===== src/rtl/alib_points_pkg.sv =====
// Shared definitions for the point FIFO read path.
// Latency: n/a (types, constants and a width helper only).
// Backpressure: n/a.
//
// Contents: default coordinate/counter widths, point bus width helper,
// reader FSM state encoding.
package alib_points_pkg;

  localparam int PT_W_DEF  = 16;
  localparam int CNT_W_DEF = 16;

  typedef enum logic [1:0] {
    ST_IDLE  = 2'd0,
    ST_RUN   = 2'd1,
    ST_FLUSH = 2'd2
  } state_t;

  // Packed (x,y,z) point bus width for a given coordinate width.
  function automatic int pt_bus_w(input int pt_w);
    return 3 * pt_w;
  endfunction

endpackage


===== src/rtl/point_skid_buf.sv =====
// Two-entry register buffer holding captured points ahead of the output port.
// Latency: write in cycle N is visible on rd_data/rd_valid in cycle N+1.
// Backpressure: head held stable until rd_ready; caller must never write when full without reading.
//
// Ports:
//   clk, rst           clock, synchronous active-high reset
//   wr_en, wr_data     push one entry
//   rd_valid, rd_ready head entry valid / consumer accepts head
//   rd_data            head entry (registered, no path from rd_ready)
//   count              current occupancy 0..2
module point_skid_buf #(
  parameter int W = 49
) (
  input  logic         clk,
  input  logic         rst,
  input  logic         wr_en,
  input  logic [W-1:0] wr_data,
  output logic         rd_valid,
  input  logic         rd_ready,
  output logic [W-1:0] rd_data,
  output logic [1:0]   count
);

  logic [W-1:0] head_q;
  logic [W-1:0] tail_q;

  assign rd_valid = (count != 2'd0);
  assign rd_data  = head_q;

  always_ff @(posedge clk) begin
    if (rst) begin
      count  <= 2'd0;
      head_q <= '0;
      tail_q <= '0;
    end else begin
      case (count)
        2'd0: begin
          if (wr_en) begin
            head_q <= wr_data;
            count  <= 2'd1;
          end
        end
        2'd1: begin
          if (wr_en && rd_ready) begin
            // Head leaves and the new entry takes its place: occupancy unchanged.
            head_q <= wr_data;
          end else if (wr_en) begin
            tail_q <= wr_data;
            count  <= 2'd2;
          end else if (rd_ready) begin
            count  <= 2'd0;
          end
        end
        2'd2: begin
          if (rd_ready) begin
            head_q <= tail_q;
            if (wr_en) tail_q <= wr_data;
            else       count  <= 2'd1;
          end
        end
        default: count <= 2'd0;
      endcase
    end
  end

endmodule


===== src/rtl/points_fifo_reader.sv =====
// Pops (x,y,z) points from the point FIFO and presents them as a valid/ready stream with frame marking.
// Latency: pop in cycle N -> m_valid earliest in cycle N+2; sustains 1 point/cycle.
// Backpressure: pops are credit-limited to the 2-entry buffer; m_* held stable until m_ready.
//
// Ports:
//   clk, rst                 clock, synchronous active-high reset
//   enable                   1 = issue FIFO reads, 0 = stop issuing and drain
//   frame_len                points per frame (0 = no framing)
//   fifo_empty, fifo_rd_en   FIFO status / pop request
//   fifo_x/y/z               FIFO registered read data (valid the cycle after a pop)
//   m_valid/m_ready          output handshake
//   m_x/m_y/m_z, m_last      output point and end-of-frame flag
//   frames_done              completed-frame count (wraps)
//   busy                     FSM not idle or buffer holding points
module points_fifo_reader
  import alib_points_pkg::*;
#(
  parameter int PT_W  = PT_W_DEF,
  parameter int CNT_W = CNT_W_DEF
) (
  input  logic             clk,
  input  logic             rst,
  input  logic             enable,
  input  logic [CNT_W-1:0] frame_len,
  input  logic             fifo_empty,
  output logic             fifo_rd_en,
  input  logic [PT_W-1:0]  fifo_x,
  input  logic [PT_W-1:0]  fifo_y,
  input  logic [PT_W-1:0]  fifo_z,
  output logic             m_valid,
  input  logic             m_ready,
  output logic [PT_W-1:0]  m_x,
  output logic [PT_W-1:0]  m_y,
  output logic [PT_W-1:0]  m_z,
  output logic             m_last,
  output logic [CNT_W-1:0] frames_done,
  output logic             busy
);

  localparam int BUF_W = pt_bus_w(PT_W) + 1;

  state_t           state;
  logic             in_flight;
  logic [1:0]       buf_count;
  logic             buf_valid;
  logic [BUF_W-1:0] buf_head;
  logic             xfer;
  logic [2:0]       credit_used;
  logic [2:0]       credit_limit;
  logic             can_pop;

  // Capture-side frame position (decides m_last as points enter the buffer)
  // and delivery-side position (advances on output transfers).
  logic [CNT_W-1:0] cap_idx;
  logic [CNT_W-1:0] frame_len_q;
  logic [CNT_W-1:0] point_idx;
  logic [CNT_W-1:0] len_eff;
  logic             cap_last;

  assign xfer = buf_valid && m_ready;

  // A slot freed by this cycle's transfer can be re-used by this cycle's pop,
  // which is what allows 1 point/cycle with only two buffer entries.
  assign credit_used  = {1'b0, buf_count} + {2'b00, in_flight};
  assign credit_limit = 3'd2 + {2'b00, xfer};
  assign can_pop      = (credit_used < credit_limit);
  assign fifo_rd_en   = !rst && (state == ST_RUN) && !fifo_empty && can_pop;

  // A new frame picks up frame_len on its first captured point; later points
  // of the same frame use the latched copy so mid-frame changes do not tear it.
  always_comb begin
    len_eff  = (cap_idx == '0) ? frame_len : frame_len_q;
    cap_last = 1'b0;
    if (len_eff != '0) cap_last = (cap_idx == len_eff - CNT_W'(1));
  end

  point_skid_buf #(
    .W(BUF_W)
  ) u_buf (
    .clk      (clk),
    .rst      (rst),
    .wr_en    (in_flight),
    .wr_data  ({fifo_x, fifo_y, fifo_z, cap_last}),
    .rd_valid (buf_valid),
    .rd_ready (m_ready),
    .rd_data  (buf_head),
    .count    (buf_count)
  );

  assign m_valid = buf_valid;
  assign {m_x, m_y, m_z, m_last} = buf_head;
  assign busy = (state != ST_IDLE) || (buf_count != 2'd0);

  always_ff @(posedge clk) begin
    if (rst) begin
      state       <= ST_IDLE;
      in_flight   <= 1'b0;
      cap_idx     <= '0;
      frame_len_q <= '0;
      point_idx   <= '0;
      frames_done <= '0;
    end else begin
      in_flight <= fifo_rd_en;

      case (state)
        ST_IDLE:  if (enable) state <= ST_RUN;
        ST_RUN:   if (!enable) state <= ST_FLUSH;
        ST_FLUSH: begin
          if (enable)
            state <= ST_RUN;
          else if (!in_flight && (buf_count == 2'd0))
            state <= ST_IDLE;
        end
        default:  state <= ST_IDLE;
      endcase

      if (in_flight) begin
        if (cap_idx == '0) frame_len_q <= frame_len;
        if (len_eff != '0) cap_idx <= cap_last ? '0 : cap_idx + CNT_W'(1);
      end

      if (xfer) begin
        if (m_last) begin
          point_idx   <= '0;
          frames_done <= frames_done + CNT_W'(1);
        end else if (frame_len_q != '0) begin
          point_idx <= point_idx + CNT_W'(1);
        end
      end
    end
  end

endmodule


===== config.mk =====
export PLATFORM = sky130hd
export DESIGN_NAME = points_fifo_reader
export DESIGN_NICKNAME = d
export VERILOG_FILES = /design/src/rtl/alib_points_pkg.sv /design/src/rtl/point_skid_buf.sv /design/src/rtl/points_fifo_reader.sv
export SDC_FILE = /design/constraint.sdc
export NUM_CORES = 1
export LEC_CHECK = 0
export BUFFER_PORTS_ARGS = -buffer_cell sky130_fd_sc_hd__clkbuf_2
export CORE_MARGIN = 10
export CORE_UTILIZATION = 35
export CTS_CLUSTER_SIZE = 14
export DETAILED_ROUTE_END_ITERATION = 8
export GPL_TIMING_DRIVEN = 0
export PLACE_DENSITY_LB_ADDON = 0.2
export SYNTH_ARGS = -nofsm -noshare
export SYNTH_HDL_FRONTEND = slang
export SYNTH_SLANG_ARGS = --single-unit

===== constraint.sdc =====
create_clock -name clk -period 11.7 [get_ports clk]
set_clock_uncertainty 0.1 [all_clocks]
set_input_delay 1.755 -clock clk [delete_from_list [all_inputs] [get_ports clk]]
set_output_delay 1.755 -clock clk [all_outputs]
set_load 0.01 [all_outputs]

==> reports/summary.txt <==
layout cells sized above 1 - 19.2%
YS warnings - 0
#FFs+latches synth - 151
post-route setup TNS - 0 ns
Die ar. - 27900 um^2
Synth Area per Inst - 7.86 um^2
# rows - 53
global route overflow - 0
Worst Tran Pin Value - 0.884 ns
routed len/inst - 16.9 um
Post-synth EDFFs - 0
worst reg2reg startpoint - cap_idx[0]
post-cts sizing count - 0
Die X - 167 um
Buffers on Ports - 135
Comb pwr share - 8.5%
Worst Hold Launch - u_buf.tail_q[48]
R2R Path End - cap_idx[7]
Hold Crit Class - reg -> reg
Crit. Startpoint - cap_idx[0]
proportion of power drawn by flip-flops and latches - 44.2%
outcome - complete, no violations
most common cell after layout, fill and taps aside - nand2_1
vias in the first global route - 7364
CTS tree - done
max_cap viols - 0
DR vias - 7310
Syn Nets - 1038
Chip Height - 167 um
Slew headroom - 40.5%
setup violators final - 0
Seq/Total Area, Yosys - 40.0%
Residual DRC - 0
Psw - 0.327 mW
RSZ-0062 raised after global routing - no
first-pass GRT wire length - 38900 um
placed cell area - 8590 um^2
nets@finish - 1192
ys flop type - dfxtp_1
antenna violations before repair - 1
CP arrival - 6.31 ns
Design Power - 1.20 mW
final worst-path cycle share - 52.3%
max incr delay on CP - 0.53 ns
CTS Buffer Depth - 2
total wire length - 23700 um
worst path cell trace - inv_1, ha_1, or4b_1, buf_2, nor4_2, clkbuf_8, buf_2, mux2i_1, ha_1, inv_1, or4_1, o311a_1, o21ai_0, or4b_1, a2111o_1, nor3b_4, buf_6, nor3_2
Post-CTS Hold Buffers - 0
CTS buffer count - 17
critical-path maximum fanout - 10
most frequent cells in the layout - nand2_1 (242), dfxtp_1 (151), clkbuf_2 (136)
fin crit period - 6.12 ns
Worst-path clk slew - 0.07 ns
post-route antenna net violation count - 0
reg2reg setup slack - 5.58 ns
Max Clk Rate - 163 MHz
clk_lat worst skew - 0.43 ns
post-synthesis cell area - 7570 um^2
sw frac - 27.3%
First DRT Iteration DRCs - 508
CP Class - reg -> reg
1st-pass router iterations - 5
I/O pins - 137
routability cong. - 0.889
starting density of the core - 35.8%
CP Capture Type - register
Reg2Reg Depth - 18
hold slack - 0.355 ns
Worst EP required - 11.89 ns
area grow syn2layout - 21.5%
Max Slew Vio Count - 0
pin count of the biggest net entering global routing - 18
Hold Path Depth - 2
core footprint - 21200 um^2
gr usage total - 16.8%
Peak VDD IR - 0.0000941 V
pwr dens - 130 nW/um^2
clock root buffer master - clkbuf_16
hpwl dp - 17800 um
Mapped Cells - 962
Fillers - 2190
Sink Count - 151
CP startpoint kind - register
Pleak - 3.59 nW
Crit-path slowest cell - or4_1
finished layout cell area - 9190 um^2
H-tree depth - 4
Clk pwr share - 47.3%
Post CTS Setup Buffer Count - 0
fraction of registers with async set/reset - 0%
count of cell types in the netlist - 73
Hold Path End - u_buf.tail_q[48]
# diodes - 0
Fin. Hold Viols - 0
DR vias/cell - 5.21
internal power - 0.869 mW
-- cell families after synthesis --
family / Yosys count / synth area share (%)
AO/OA/AOI/OAI: 168 / 15.4
multiplexers: 14 / 1.93
buffers and inverters: 86 / 5.72
XOR/XNOR: 46 / 5.33
adder cells (fa/ha/maj): 7 / 1.16
AND/OR/NAND/NOR: 490 / 30.5
flip-flops: 151 / 40.0
-- flip-flops by register name, indices dropped and copies added, names as in the netlist --
register / flops
cap_idx: 16
frame_len_q: 16
frames_done: 16
in_flight: 1
state: 2
u_buf.count: 2
u_buf.rd_data: 49
u_buf.tail_q: 49
-- area by class of cell --
type / count / area (um^2) / area share [%]
Multi-Input combinational cell: 725 / 4110 / 44.7
Sequential cell: 151 / 3020 / 32.9
Timing Repair Buffer: 135 / 676 / 7.35
Clock buffer: 17 / 425 / 4.63
Buffer: 75 / 392 / 4.26
Tap cell: 275 / 344 / 3.74
Clock inverter: 15 / 181 / 1.97
Inverter: 11 / 41.3 / 0.449
-- how the worst max path moves through the flow --
stage | end | slack [ns] | depth (start not counted)
global route | cap_idx[7] | 5.32 | 18
detailed placement | cap_idx[7] | 5.64 | 18
global placement | cap_idx[7] | 5.66 | 18
floorplan | cap_idx[6] | 6.66 | 18
CTS | cap_idx[7] | 5.59 | 18
finish | cap_idx[7] | 5.58 | 18
-- worst max-delay path: cells and delay by family (launching register included) --
| kind | cells | cell delay, ns |
|---|---|---|
| and+or+nand+nor | 6 | 2.33 |
| buffers and inverters | 6 | 1.22 |
| AOI/OAI and AO/OA | 3 | 0.91 |
| adders and majority gates | 2 | 0.60 |
| muxes | 1 | 0.42 |
| DFF | 1 | 0.38 |
-- metal layers --
layer / global-route usage (%) / vias up / wire length [um]
met5: 0 / - / 18
met4: 5.57 / 2 / 578
met3: 6.07 / 36 / 1800
met2: 26.8 / 198 / 10800
met1: 20.4 / 3411 / 10500
li1: - / 3663 / -
-- power groups by stage --
stage | sequential (mW) | clock, mW | combinational (mW)
floorplan | 0.542 | 0 | 0.0561
global placement | 0.540 | 0 | 0.101
detailed placement | 0.540 | 0 | 0.101
CTS | 0.528 | 0.575 | 0.101
global route | 0.529 | 0.597 | 0.113
finish | 0.528 | 0.566 | 0.101
-- metrics by stage --
| stage | util, % | instances | worst slack, ns |
|---|---|---|---|
| after floorplan | - | 962 | 6.66 |
| after global placement | 40.6 | 1372 | 5.66 |
| after detailed placement | 40.6 | 1372 | 5.64 |
| after CTS | 43.5 | 1404 | 5.59 |
| after global routing | 43.5 | 1404 | 5.32 |
| final | 43.5 | 1404 | 5.58 |
-- Yosys cell counts, drive strengths merged, types with 3 or more instances --
master  count  area share (%)
or4         6            0.64
mux2i       9             1.2
nor4       14             1.2
nand2b     12            0.99
xnor2      18             2.1
a311oi     48             5.6
nor3b       6            0.74
and2        5            0.43
and3        7            0.60
o21ai      12            0.79
o311ai      3            0.45
nor2b      10            0.83
dfxtp     151              40
a211oi      7            0.69
nand2     242              12
clkbuf     52             2.7
a21oi      66             4.4
nand3      14            0.93
nor3       33             2.9
buf        22             2.3
nor4b       4            0.46
xor2       28             3.2
ha          7             1.2
nand3b      3            0.30
nor2       96             4.8
o41ai       6            0.69
nand4      15             1.3
or3         8            0.68
or2         3            0.25
inv        11            0.55
mux2        5            0.74
or4b        3            0.40
o22ai       3            0.25
and4        5            0.58
Power figures use the tool's default switching activity.
